File: src/rtl/unidade_contador_programa.sv
// Program-counter unit for the iZero datapath: sequential fetch, branches, jumps,
// a circular return-address stack, interrupt vectoring with EPC, and stall/halt.
module unidade_contador_programa #(
  parameter int LARGURA            = 26,
  parameter int INCREMENTO         = 1,
  parameter int ENDERECO_RESET     = 0,
  parameter int VETOR_INTERRUPCAO  = 16,
  parameter int PROFUNDIDADE_PILHA = 4
) (
  input  logic               clock,
  input  logic               reset_n,
  input  logic [LARGURA-1:0] endereco,
  input  logic [LARGURA-1:0] deslocamento,
  input  logic               desvio,
  input  logic               salto,
  input  logic               salto_link,
  input  logic               retorno,
  input  logic               interrupcao,
  input  logic               eret,
  input  logic               stall,
  input  logic               halt,
  output logic [LARGURA-1:0] pcAtual,
  output logic [LARGURA-1:0] epc,
  output logic               em_interrupcao,
  output logic               parado,
  output logic               pilha_vazia,
  output logic               pilha_cheia,
  output logic               erro_pilha
);

  localparam int PTR_W = $clog2(PROFUNDIDADE_PILHA);
  localparam logic [LARGURA-1:0] INC_L   = LARGURA'(INCREMENTO);
  localparam logic [LARGURA-1:0] RESET_L = LARGURA'(ENDERECO_RESET);
  localparam logic [LARGURA-1:0] VETOR_L = LARGURA'(VETOR_INTERRUPCAO);
  localparam logic [PTR_W:0]     CNT_MAX = (PTR_W+1)'(PROFUNDIDADE_PILHA);
  localparam logic [PTR_W:0]     CNT_UM  = (PTR_W+1)'(1);
  localparam logic [PTR_W-1:0]   PTR_UM  = PTR_W'(1);

  typedef enum logic [1:0] {
    EXECUTANDO = 2'b00,
    TRATANDO   = 2'b01,
    PARADO     = 2'b10
  } estado_t;

  estado_t            estado_r, estado_s;
  logic [LARGURA-1:0] pc_r, pc_s;
  logic [LARGURA-1:0] epc_r, epc_s;
  logic [LARGURA-1:0] pilha_r [PROFUNDIDADE_PILHA];
  logic [PTR_W-1:0]   ptr_r;
  logic [PTR_W:0]     cont_r;
  logic               erro_r, erro_s;
  logic               push_s, pop_s;
  logic               vazia_s, cheia_s;
  logic [LARGURA-1:0] pc_seq_s, topo_s;

  assign vazia_s  = (cont_r == '0);
  assign cheia_s  = (cont_r == CNT_MAX);
  assign pc_seq_s = pc_r + INC_L;
  // ptr_r points at the next free slot, so the top lives one below it
  assign topo_s   = pilha_r[ptr_r - PTR_UM];

  // Priority decode of the next PC, state and stack operation
  always_comb begin
    estado_s = estado_r;
    pc_s     = pc_r;
    epc_s    = epc_r;
    erro_s   = erro_r;
    push_s   = 1'b0;
    pop_s    = 1'b0;
    case (estado_r)
      EXECUTANDO, TRATANDO: begin
        if (halt) begin
          estado_s = PARADO;
        end else if (interrupcao && (estado_r == EXECUTANDO)) begin
          epc_s    = pc_r;
          pc_s     = VETOR_L;
          estado_s = TRATANDO;
        end else if (stall) begin
          pc_s = pc_r;
        end else if (eret && (estado_r == TRATANDO)) begin
          pc_s     = epc_r;
          estado_s = EXECUTANDO;
        end else if (salto_link) begin
          push_s = 1'b1;
          pc_s   = endereco;
          if (cheia_s) begin
            erro_s = 1'b1;
          end else begin
            erro_s = erro_r;
          end
        end else if (salto) begin
          pc_s = endereco;
        end else if (desvio) begin
          pc_s = pc_seq_s + deslocamento;
        end else if (retorno) begin
          if (vazia_s) begin
            pc_s   = RESET_L;
            erro_s = 1'b1;
          end else begin
            pc_s  = topo_s;
            pop_s = 1'b1;
          end
        end else begin
          pc_s = pc_seq_s;
        end
      end
      PARADO: begin
        estado_s = PARADO;
      end
      default: begin
        estado_s = PARADO;
      end
    endcase
  end

  // Architectural registers: state, PC, EPC and the sticky stack error
  always_ff @(posedge clock or negedge reset_n) begin
    if (!reset_n) begin
      estado_r <= EXECUTANDO;
      pc_r     <= RESET_L;
      epc_r    <= '0;
      erro_r   <= 1'b0;
    end else begin
      estado_r <= estado_s;
      pc_r     <= pc_s;
      epc_r    <= epc_s;
      erro_r   <= erro_s;
    end
  end

  // Circular return stack; a push when full overwrites the oldest slot
  always_ff @(posedge clock or negedge reset_n) begin
    if (!reset_n) begin
      ptr_r  <= '0;
      cont_r <= '0;
      for (int i = 0; i < PROFUNDIDADE_PILHA; i++) begin
        pilha_r[i] <= '0;
      end
    end else if (push_s) begin
      pilha_r[ptr_r] <= pc_seq_s;
      ptr_r          <= ptr_r + PTR_UM;
      cont_r         <= cheia_s ? cont_r : (cont_r + CNT_UM);
    end else if (pop_s) begin
      ptr_r  <= ptr_r - PTR_UM;
      cont_r <= cont_r - CNT_UM;
    end else begin
      ptr_r  <= ptr_r;
      cont_r <= cont_r;
    end
  end

  assign pcAtual        = pc_r;
  assign epc            = epc_r;
  assign em_interrupcao = (estado_r == TRATANDO);
  assign parado         = (estado_r == PARADO);
  assign pilha_vazia    = vazia_s;
  assign pilha_cheia    = cheia_s;
  assign erro_pilha     = erro_r;

endmodule

File: config.mk
export PLATFORM = sky130hd
export DESIGN_NAME = unidade_contador_programa
export DESIGN_NICKNAME = d
export VERILOG_FILES = /design/src/rtl/unidade_contador_programa.sv
export SDC_FILE = /design/constraint.sdc
export NUM_CORES = 1
export LEC_CHECK = 0
export ABC_AREA = 1
export CAP_MARGIN = 0
export CORE_MARGIN = 3
export CORE_UTILIZATION = 60
export CTS_BUF_LIST = sky130_fd_sc_hd__clkbuf_4 sky130_fd_sc_hd__clkbuf_8
export CTS_CLUSTER_SIZE = 24
export DETAILED_ROUTE_END_ITERATION = 10
export PLACE_DENSITY_LB_ADDON = 0.1
export RECOVER_POWER = 100
export SETUP_SLACK_MARGIN = 0.05
export SYNTH_ARGS = -nofsm -noshare
export SYNTH_HDL_FRONTEND = slang
export SYNTH_SLANG_ARGS = --single-unit
File: constraint.sdc
create_clock -name clock -period 4.35 [get_ports clock]
set_input_delay 0.435 -clock clock [delete_from_list [all_inputs] [get_ports clock]]
set_output_delay 0.435 -clock clock [all_outputs]
set_load 0.01 [all_outputs]
==> out/results.md <==
| Parameter | Value |
| --- | --- |
| Status | finished, violations left |
| Violations in the final reports | capacitance limit, slew limit |
| Launch point of the worst reg-to-reg path | estado_r[0]$_DFFE_PN0P_ |
| Peak supply drop | 0.0002283 V |
| Number of H-tree levels | 4 |
| Mean cell area of the mapped netlist | 6.970 sq um |
| DRC violation count after routing | 0 |
| Terminating pin of the worst hold path | pilha_r[102]$_DFFE_PN0P_ |
| RSZ-0062 raised after global routing | no |
| Commonest non-fill, non-tap cells in the layout | 464 x sky130_fd_sc_hd__nand2_1, 202 x sky130_fd_sc_hd__o21ai_0, 164 x sky130_fd_sc_hd__dfrtp_1 |
| Arrival time of data at the critical path endpoint | 4.23 ns |
| Antenna Cells | 0 |
| Critical Path End Type | register |
| Number of violations reported at the end of detailed-routing iteration 0 | 1,144 |
| Startpoint kind of the worst setup timing path | register |
| Clock-pin slew on the worst setup and hold paths | 0.10 ns |
| Antenna violations before repair | 0 |
| Area Overhead vs Synth | 15.47% |
| Hpwl dp | 24,350 um |
| First element of the critical path | estado_r[0]$_DFFE_PN0P_ |
| Overflow left after global routing | 0 |
| Headroom to the max-slew limit | -0.6183 |
| R2r worst-path depth | 12 |
| Number of buffers inserted by post-CTS setup repair | 0 |
| Final wirelength | 33,410 um |
| Critical-path maximum fanout | 29 |
| Seq cells post-synth | 164 |
| Total clock sinks | 164 |
| Worst Hold Launch | pilha_r[102]$_DFFE_PN0P_ |
| Total I/O pin count | 119 |
| Leak pwr | 6.041 nW |
| Area of the die | 0.01894 sq mm |
| Shortest clock period the worst path allows after layout | 3.845 ns |
| Data required time at the worst endpoint | 4.74 ns |
| Maximum root-to-sink buffer count | 2 |
| Die Wd | 137.6 um |
| Worst hold path type | register to register |
| Gp weighted congestion | 0.9875 |
| # hold bufs at CTS | 0 |
| Proportion of synthesized chip area in sequential cells | 0.3949 |
| Layout cell share with drive strength beyond 1 | 0.05088 |
| CTS tree | done |
| Worst setup path category | register to register |
| Internal reg-to-reg setup slack | 0.51 ns |
| Hold slack | 0.4832 ns |
| Summed instance area of the synthesized netlist | 0.01039 sq mm |
| Starting utilization of the core area | 0.6201 |
| Clk Latency, worst-skew pair | 0.48 ns |
| CP dominant cell by count | sky130_fd_sc_hd__nand2_1 |
| Standard cell with the maximum stage delay on the critical path | sky130_fd_sc_hd__nand2_1 |
| Routed via count divided by cell count | 5.905 |
| Critical Path, Cell by Cell | inv_1 -> nor2_1 -> nand2_1 -> inv_2 -> nor3_1 -> nand2_1 -> nor2_8 -> nand2_1 -> buf_4 -> inv_2 -> nand2_1 -> o21ai_0 |
| Core area | 0.01676 sq mm |
| Worst hold stages | 2 |
| Cell variety after synth | 46 |
| Share of the cycle needed by the critical path after routing | 0.8838 |
| Max Transition Viols Final | 209 |
| Vias post-DR | 10,700 |
| Actual transition at the worst max-transition pin | 2.427 ns |
| Total power per unit cell area | 319.6 mW/mm^2 |
| Global-route wire length before repair | 51,900 um |
| Final setup skew | 0.01771 ns |
| Number of maximum-capacitance violations | 3 |
| Final sum of negative setup slack | 0 ns |
| Clk Tree Root Cell | sky130_fd_sc_hd__clkbuf_8 |
| Via count of the first global-routing pass | 9,841 |
| Critical path's largest stage delay | 0.77 ns |
| Synth Warn # | 0 |
| Number of placement rows | 47 |
| Count of nets after finishing | 1,673 |
| Maximum achievable frequency | 260.1 MHz |
| Number of endpoints with negative hold slack in the final report | 0 |
| Count of cells resized by post-cts repair | 0 |
| Clock buffers created by TritonCTS | 17 |
| Number of input and output port buffers inserted | 118 |
| Synthesized netlist net count | 1,585 |
| WL/cell | 18.44 um |
| Final Core Density | 0.7160 |
| Overall global routing resource usage | 0.3573 |
| Die H | 137.6 um |
| Filler instances | 1,418 |
| Count of mapped cells out of synthesis | 1,491 |
| Worst reg2reg endpoint | pilha_r[37]$_DFFE_PN0P_ |
| Number of iterations in the first detailed-routing pass | 7 |
| Final setup violation count | 0 |
| Number of routed nets with antenna violations | 0 |
| Most common cell after layout, fill and taps aside | sky130_fd_sc_hd__nand2_1 |
| Pin count of the biggest net entering global routing | 98 |
==> registers in the layout (all words and copies together), names as in the netlist <==
signal      count
ptr_r           2
erro_pilha      1
cont_r          3
pilha_r       104
pcAtual        26
epc            26
estado_r        2
==> cell usage after synthesis (all sizes together) <==
master	instances	area, sq um
fa	2	40.04
a21oi	110	565.6
nand2	469	1790
nor4	1	6.260
dfrtp	164	4104
and2	3	18.77
nor2	142	593.1
mux2	3	33.78
xnor2	3	26.28
clkinv	3	11.26
nand4	14	93.84
nor3	13	75.07
xor2	15	172.7
buf	18	117.6
o22ai	15	93.84
clkbuf	45	168.9
a21boi	2	15.02
a221o	1	10.01
inv	137	514.3
ha	30	375.4
nand3	73	375.4
o21bai	5	37.54
a22oi	1	7.510
o21ai	208	1041
o211ai	10	75.07
a21o	2	15.01
o31ai	2	15.01
==> stage by stage <==
step                      worst slack (ns)  cells  instance area [sq um]  power, mW
after floorplan                      1.538   1491                  10390      2.298
after global placement              0.8498   1780                  11680      2.710
after detailed placement            0.7013   1780                  11680      2.723
after CTS                           0.6956   1812                  12070      3.830
after global routing                0.1875   1812                  12000      4.020
final                               0.5053   1812                  12000      3.835
==> layer usage <==
metal | share of wire | up-vias | global-route usage | wire [um]
met5 | 0 | - | 0 | 0
li1 | - | 5030 | - | -
met3 | 0.093 | 59 | 0.06282 | 3112
met4 | 0.022 | 0 | 0.09424 | 751
met1 | 0.43 | 5048 | 0.5145 | 14300
met2 | 0.46 | 563 | 0.5588 | 15250
==> report_power, final <==
group          internal, mW  switching (mW)  leakage [nW]  total (mW)
logic                 0.363           0.698          3.71        1.06
clock network         0.440           0.698         0.187        1.14
registers              1.57          0.0648          2.14        1.64
==> cell type report <==
cell class / count / area, sq um / share of cell area
sequential: 164 / 4104 / 0.3420
timing repair buffer: 132 / 1269 / 0.1057
inverter: 140 / 525.5 / 0.04379
tap: 220 / 275.3 / 0.02294
multi-input combinational: 1124 / 5438 / 0.4531
clock inverter: 14 / 141.4 / 0.01178
clock buffer: 18 / 247.7 / 0.02064
==> cell families (layout without fill, tap and decap cells) <==
kind of cell | count (synthesis) | count (layout) | synth area share
AO/OA/AOI/OAI | 356 | 356 | 0.1805
multiplexers | 3 | 3 | 0.003250
buffers and inverters | 203 | 304 | 0.07814
flip-flops | 164 | 164 | 0.3949
XOR/XNOR | 18 | 18 | 0.01914
adder cells (fa/ha/maj) | 32 | 32 | 0.03997
AND/OR/NAND/NOR | 715 | 715 | 0.2841
==> worst max path at each step <==
stage,to,depth (start not counted)
after detailed placement,pcAtual[18]$_DFFE_PN0P_,17
after global routing,pilha_r[37]$_DFFE_PN0P_,12
after CTS,pcAtual[18]$_DFFE_PN0P_,17
final,pilha_r[37]$_DFFE_PN0P_,12
after global placement,pcAtual[18]$_DFFE_PN0P_,17
after floorplan,pcAtual[25]$_DFFE_PN0P_,22
==> worst max-delay path: cells and delay by family, from the launching register on <==
family,cells,cell delay (ns)
buf+inv,4,1.25
simple gates,7,1.98
compound gates,1,0.10
flops,1,0.40
(Power assumes the default switching activity.)
